## config.mk

```make
export PLATFORM = sky130hd
export DESIGN_NAME = phy_rx_lanes
export DESIGN_NICKNAME = d
export VERILOG_FILES = /design/src/rtl/phy_rx_lanes.sv
export SDC_FILE = /design/constraint.sdc
export NUM_CORES = 1
export LEC_CHECK = 0
export ABC_AREA = 1
export CAP_MARGIN = 20
export CORE_AREA = 10 10 158 160
export CTS_CLUSTER_SIZE = 24
export DETAILED_ROUTE_END_ITERATION = 12
export DIE_AREA = 0 0 168 170
export HOLD_SLACK_MARGIN = 0.08
export PLACE_DENSITY_LB_ADDON = 0.25
export SKIP_LAST_GASP = 1
export SYNTH_ARGS = -nofsm -noshare
export SYNTH_HDL_FRONTEND = slang
export SYNTH_SLANG_ARGS = --single-unit
```

## constraint.sdc

```tcl
create_clock -name clk -period 5.15 [get_ports clk]
set_clock_uncertainty 0.05 [all_clocks]
set_input_delay 1.03 -clock clk [delete_from_list [all_inputs] [get_ports clk]]
set_output_delay 1.03 -clock clk [all_outputs]
set_load 0.02 [all_outputs]
```

## src/rtl/phy_rx_lanes.sv

```systemverilog
// Multi-lane serial receiver: per-lane comma alignment and sync qualification,
// per-lane deskew FIFOs, and unstriping of the lane bytes into WORD_W-bit words.
module phy_rx_lanes #(
  parameter int         LANES      = 2,
  parameter int         WORD_W     = 32,
  parameter logic [7:0] COMMA      = 8'hBC,
  parameter int         SYNC_COUNT = 4,
  parameter int         FIFO_DEPTH = 4
) (
  input  logic              clk,
  input  logic              reset,
  input  logic [LANES-1:0]  in_data_serie,
  output logic [WORD_W-1:0] data_out,
  output logic              valid_out,
  output logic [LANES-1:0]  lane_active,
  output logic              overflow_err
);

  localparam int NBYTES = WORD_W / 8;
  localparam int ROUNDS = NBYTES / LANES;
  localparam int RW     = (ROUNDS > 1) ? $clog2(ROUNDS) : 1;
  localparam int AW     = (FIFO_DEPTH > 1) ? $clog2(FIFO_DEPTH) : 1;
  localparam int CW     = $clog2(SYNC_COUNT + 1);
  localparam logic [RW-1:0] LAST_ROUND = RW'(ROUNDS - 1);
  localparam logic [AW:0]   FIFO_FULL  = (AW + 1)'(FIFO_DEPTH);

  typedef enum logic [1:0] {
    ST_UNSYNC = 2'd0,
    ST_COUNT  = 2'd1,
    ST_ACTIVE = 2'd2
  } lane_state_e;

  logic [LANES-1:0]   push_s;
  logic [LANES-1:0]   empty_s;
  logic [LANES-1:0]   drop_s;
  logic [8*LANES-1:0] rd_byte_s;
  logic               pop_s;

  // A word slice is consumed only when every lane can supply its byte, so lanes never reorder.
  assign pop_s = &(~empty_s);

  for (genvar gi = 0; gi < LANES; gi++) begin : g_lane
    lane_state_e     state_q, state_d;
    logic [6:0]      sr_q;
    logic [7:0]      nb_s;
    logic [2:0]      bit_cnt_q, bit_cnt_d;
    logic [CW-1:0]   cnt_q, cnt_d;
    logic            push_l;
    logic            active_l;
    logic [7:0]      mem_q [FIFO_DEPTH];
    logic [AW:0]     wr_ptr_q, rd_ptr_q;
    logic [AW:0]     used_s;
    logic            full_l;
    logic            do_push_s;

    assign nb_s = {sr_q, in_data_serie[gi]};

    // Lane FSM state, shifter and counters
    always_ff @(posedge clk or negedge reset) begin
      if (!reset) begin
        state_q   <= ST_UNSYNC;
        sr_q      <= 7'd0;
        bit_cnt_q <= 3'd0;
        cnt_q     <= CW'(0);
      end else begin
        state_q   <= state_d;
        sr_q      <= nb_s[6:0];
        bit_cnt_q <= bit_cnt_d;
        cnt_q     <= cnt_d;
      end
    end

    // Lane FSM next state: bit-slip search while unsynced, byte-framed checks afterwards
    always_comb begin
      state_d   = state_q;
      cnt_d     = cnt_q;
      bit_cnt_d = bit_cnt_q + 3'd1;
      case (state_q)
        ST_UNSYNC: begin
          if (nb_s == COMMA) begin
            bit_cnt_d = 3'd0;
            cnt_d     = CW'(1);
            state_d   = (SYNC_COUNT == 1) ? ST_ACTIVE : ST_COUNT;
          end else begin
            state_d = ST_UNSYNC;
          end
        end
        ST_COUNT: begin
          if (bit_cnt_q != 3'd7) begin
            state_d = ST_COUNT;
          end else if (nb_s == COMMA) begin
            cnt_d   = cnt_q + CW'(1);
            state_d = (cnt_d == CW'(SYNC_COUNT)) ? ST_ACTIVE : ST_COUNT;
          end else begin
            cnt_d   = CW'(0);
            state_d = ST_UNSYNC;
          end
        end
        ST_ACTIVE: begin
          state_d = ST_ACTIVE;
        end
        default: begin
          state_d = ST_UNSYNC;
          cnt_d   = CW'(0);
        end
      endcase
    end

    // Lane FSM outputs: commas are idle fill and never enter the FIFO
    always_comb begin
      push_l   = 1'b0;
      active_l = 1'b0;
      case (state_q)
        ST_ACTIVE: begin
          active_l = 1'b1;
          if (bit_cnt_q == 3'd7 && nb_s != COMMA) begin
            push_l = 1'b1;
          end else begin
            push_l = 1'b0;
          end
        end
        default: begin
          push_l   = 1'b0;
          active_l = 1'b0;
        end
      endcase
    end

    assign used_s    = wr_ptr_q - rd_ptr_q;
    assign full_l    = (used_s == FIFO_FULL);
    // A full FIFO still accepts a byte when a pop frees a slot on the same edge.
    assign do_push_s = push_l & (~full_l | pop_s);

    assign push_s[gi]              = push_l;
    assign empty_s[gi]             = (used_s == {(AW + 1){1'b0}});
    assign drop_s[gi]              = push_l & full_l & ~pop_s;
    assign rd_byte_s[8*gi +: 8]    = mem_q[rd_ptr_q[AW-1:0]];
    assign lane_active[gi]         = active_l;

    // Deskew FIFO storage and pointers
    always_ff @(posedge clk or negedge reset) begin
      if (!reset) begin
        for (int j = 0; j < FIFO_DEPTH; j++) begin
          mem_q[j] <= 8'h00;
        end
        wr_ptr_q <= {(AW + 1){1'b0}};
        rd_ptr_q <= {(AW + 1){1'b0}};
      end else begin
        if (do_push_s) begin
          mem_q[wr_ptr_q[AW-1:0]] <= nb_s;
          wr_ptr_q                <= wr_ptr_q + {{AW{1'b0}}, 1'b1};
        end else begin
          wr_ptr_q <= wr_ptr_q;
        end
        if (pop_s) begin
          rd_ptr_q <= rd_ptr_q + {{AW{1'b0}}, 1'b1};
        end else begin
          rd_ptr_q <= rd_ptr_q;
        end
      end
    end
  end

  logic [RW-1:0]     round_q, round_d;
  logic [WORD_W-1:0] word_q, word_d;
  logic [WORD_W-1:0] data_q, data_d;
  logic [WORD_W-1:0] merged_s;
  logic              valid_q, valid_d;
  logic              ovf_q, ovf_d;

  // Byte k = round*LANES + lane lands at [WORD_W-1-8k -: 8], MSB byte first
  always_comb begin
    merged_s = word_q;
    for (int j = 0; j < NBYTES; j++) begin
      if (RW'(j / LANES) == round_q) begin
        merged_s[WORD_W-1-8*j -: 8] = rd_byte_s[8*(j % LANES) +: 8];
      end else begin
        merged_s[WORD_W-1-8*j -: 8] = word_q[WORD_W-1-8*j -: 8];
      end
    end
  end

  // Assembler next state: the last round publishes the word including this edge's bytes
  always_comb begin
    round_d = round_q;
    word_d  = word_q;
    data_d  = data_q;
    valid_d = 1'b0;
    ovf_d   = ovf_q | (|drop_s);
    if (pop_s) begin
      word_d = merged_s;
      if (round_q == LAST_ROUND) begin
        round_d = {RW{1'b0}};
        data_d  = merged_s;
        valid_d = 1'b1;
      end else begin
        round_d = round_q + {{(RW - 1){1'b0}}, 1'b1};
      end
    end else begin
      word_d = word_q;
    end
  end

  // Assembler and output registers
  always_ff @(posedge clk or negedge reset) begin
    if (!reset) begin
      round_q <= {RW{1'b0}};
      word_q  <= {WORD_W{1'b0}};
      data_q  <= {WORD_W{1'b0}};
      valid_q <= 1'b0;
      ovf_q   <= 1'b0;
    end else begin
      round_q <= round_d;
      word_q  <= word_d;
      data_q  <= data_d;
      valid_q <= valid_d;
      ovf_q   <= ovf_d;
    end
  end

  assign data_out     = data_q;
  assign valid_out    = valid_q;
  assign overflow_err = ovf_q;

endmodule

```

==> qor.yml <==
yosys:
  synth_compound_area_share_pct: 4.388
  post_synth_and_or_nand_nor_area_fraction_pct: 30.66
  synth_top_family_by_area: "simple AND/OR/NAND/NOR gates"
  synth.area.mux_share_pct: 0
  netlist_instances: 897
  synth_xor_area_share_pct: 0.5862
  ys_seq_area_share_pct: 52.59
  synth_seq_cells: 157
  synth_adder_area_share_pct: 3.684
  syn_area_per_cell_um2: 8.329
  synth_nets: 923
  synthesis.area_um2: 7471
  synth.distinct_cells: 32
  synth_edf_count: 0
  ys_warn_count: 0
  ys.flop_type: "dfrtp_1"
  ys_async_sr_fraction_pct: 100.0
placement:
  gp_congestion: 0.8079
  hpwlAfterDp_um: 11330
  place_inst: 1175
  port_buffers: 39
  place_area_um2: 7930
global_routing:
  grt_max_degree: 89
  grt_pass1_wl_um: 29060
  overflow: 0
  grt_pass1_vias: 5554
  gr-usage-all-layers_pct: 12.30
  antenna_found_initial: 0
critical_path:
  critPathKind: "register to register"
  crit_path_max_fanout: 31
  reg2reg_depth: 10
  rrSetupSlack_ns: 1.70
  arrival_ns: 3.72
  worstReg2RegStart: "g_lane[1].rd_ptr_q[1]$_DFFE_PN0P_"
  startpoint: "g_lane[1].rd_ptr_q[1]$_DFFE_PN0P_"
  start_kind: "register"
  timing.rr.end: "g_lane[0].mem_q[24]$_DFFE_PN0P_"
  worstSetupEndpointType: "register"
  crit_path_end: "g_lane[0].mem_q[24]$_DFFE_PN0P_"
  cp.required_ns: 5.41
clocking:
  clkTransAtPathRegs_ns: 0.07
  clkLatencyLatePin_ns: 0.43
  h-tree-depth: 4
  cts_tree: "yes"
  hold_buffers: 0
  cts-root-buf: "clkbuf_16"
  postCtsSetupRepairBufs: 0
  clock-sinks: 157
  cts_resized: 0
  clockBufferDepth: 2
  cts_inserted_buffers: 17
pwr:
  powerDensity_nw_per_um2: 312.9
  power_mw: 2.669
  leakagePower_nw: 4.325
  peakVddDrop_uv: 219.1
floorplan:
  die_w_um: 168
  coreArea_um2: 21690
  placementRows: 54
  io_pins: 40
  die-area_um2: 28560
  initial_core_util_pct: 34.45
  die_h_um: 170
finish:
  nets: 940
  syn_to_final_growth_pct: 14.15
  final_cell_mix: "381 x nand2_1, 157 x dfrtp_1, 66 x nand4_1"
  ff_latch_area_um2: 3929
  final_common_cell: "nand2_1"
  drive_gt1_share_pct: 5.933
  antennaDiodeCount: 0
  final_area_um2: 8528
  nFillCells: 2204
  final_cell_count_no_fill: 1207
  multiInputGateArea_um2: 2938
timing:
  tns_ns: 0
  drv_slew: 0
  worst_pin_slew_ns: 1.034
  fin_crit_sh_pct: 67.01
  max_slew_margin_pct: 31.09
  hold_slack_ns: 0.4208
  setup_viol: 0
  rsz0062_at_grt: "no"
  fmax_ghz: 0.2898
  fin_crit_ns: 3.451
  finalHoldViolations: 0
status:
  status: "complete, no violations"
detailed_routing:
  vias: 5730
  routed_via_density: 4.747
  wl_um: 17110
  firstDrtPassIters: 4
  drt.antenna.violating_nets: 0
  wl_per_cell_um: 14.18
  drt_iter0_drc: 436
  drt_drc_violations_left: 0
hold_path:
  hold_class: "register to register"
flow_run:
  maxCapViolCount: 0
==> registers in the layout (all words and copies together) (netlist names) <==
signal            count
overflow_err          1
g_lane.sr_q          14
data_out             32
word_q               16
g_lane.cnt_q          6
g_lane.rd_ptr_q       6
valid_out             1
round_q               1
g_lane.mem_q         64
g_lane.wr_ptr_q       6
g_lane.state_q        4
g_lane.bit_cnt_q      6
==> worst min path at each step <==
stage | startpoint | end | slack (ns) | depth (start not counted)
2_1_floorplan | g_lane[1].sr_q[3]$_DFF_PN0_ | g_lane[1].sr_q[4]$_DFF_PN0_ | 0.38 | 0
3_3_place_gp | g_lane[1].mem_q[2]$_DFFE_PN0P_ | g_lane[1].mem_q[2]$_DFFE_PN0P_ | 0.40 | 2
3_5_place_dp | g_lane[0].mem_q[20]$_DFFE_PN0P_ | g_lane[0].mem_q[20]$_DFFE_PN0P_ | 0.41 | 2
4_1_cts | g_lane[0].mem_q[20]$_DFFE_PN0P_ | g_lane[0].mem_q[20]$_DFFE_PN0P_ | 0.43 | 2
5_1_grt | g_lane[1].mem_q[1]$_DFFE_PN0P_ | g_lane[1].mem_q[1]$_DFFE_PN0P_ | 0.44 | 2
6_report | word_q[31]$_DFFE_PN0P_ | data_out[31]$_DFFE_PN0P_ | 0.42 | 2
==> critical path: stages (launching register included) <==
cell and delay, ns:
dfrtp_1 0.56, clkinv_1 0.42, ha_1 0.44, a21oi_1 0.20, nand2_1 0.08, nand2_1 0.06
nor2_1 0.05, nand2_1 0.71, nand3_1 0.51, nand2_1 0.19, nand2_1 0.06
==> stage by stage <==
stage | setup WS, ns | util, %
after global placement | 1.698 | 36.56
final | 1.699 | 39.32
after detailed placement | 1.640 | 36.56
after floorplan | 3.013 | -
after global routing | 1.321 | 39.32
after CTS | 1.675 | 39.32
==> area by class of cell <==
class / instances / share of cell area (%)
multi-input combinational: 620 / 34.45
timing repair buffer: 45 / 5.120
tap: 280 / 4.108
clock inverter: 14 / 1.863
sequential: 157 / 46.07
clock buffer: 18 / 5.150
inverter: 73 / 3.242
==> cell usage after synthesis (3+ instances only) <==
master	number	share of area [%]
a21oi_1	3	0.20
buf_2	13	0.87
buf_4	5	0.50
buf_6	14	2.1
clkbuf_1	13	0.65
clkinv_1	4	0.20
dfrtp_1	157	53
ha_1	22	3.7
inv_1	64	3.2
inv_2	4	0.20
nand2_1	381	19
nand2_2	3	0.25
nand3_1	49	3.3
nand3b_1	3	0.30
nand4_1	66	5.5
nor2_1	15	0.75
nor3_1	4	0.27
o21ai_0	57	3.8
xnor2_1	3	0.35
==> report_power, final <==
| group | switching [mW] | total [mW] | leakage [nW] | internal [mW] |
|---|---|---|---|---|
| Sequential | 0.0251 | 1.29 | 2.14 | 1.26 |
| Combinational | 0.0631 | 0.0954 | 1.91 | 0.0323 |
| Clock | 0.550 | 1.29 | 0.270 | 0.736 |
| Total | 0.638 | 2.67 | 4.32 | 2.03 |
==> logic make-up after synthesis <==
logic type,count (synthesis)
DFF,157
and+or+nand+nor,529
AOI/OAI and AO/OA,64
xor gates and xnor gates,5
adders and majority gates,22
buffers and inverters,120
==> routing by layer <==
layer  routed length (um)  up-vias  track usage (%)
met4                  272        0            4.353
met1                 8647     2691            17.11
met5                    0        -                0
li1                     -     2932                -
met3                  695       19            2.995
met2                 7497       88            18.16
Power figures use the tool's default switching activity.
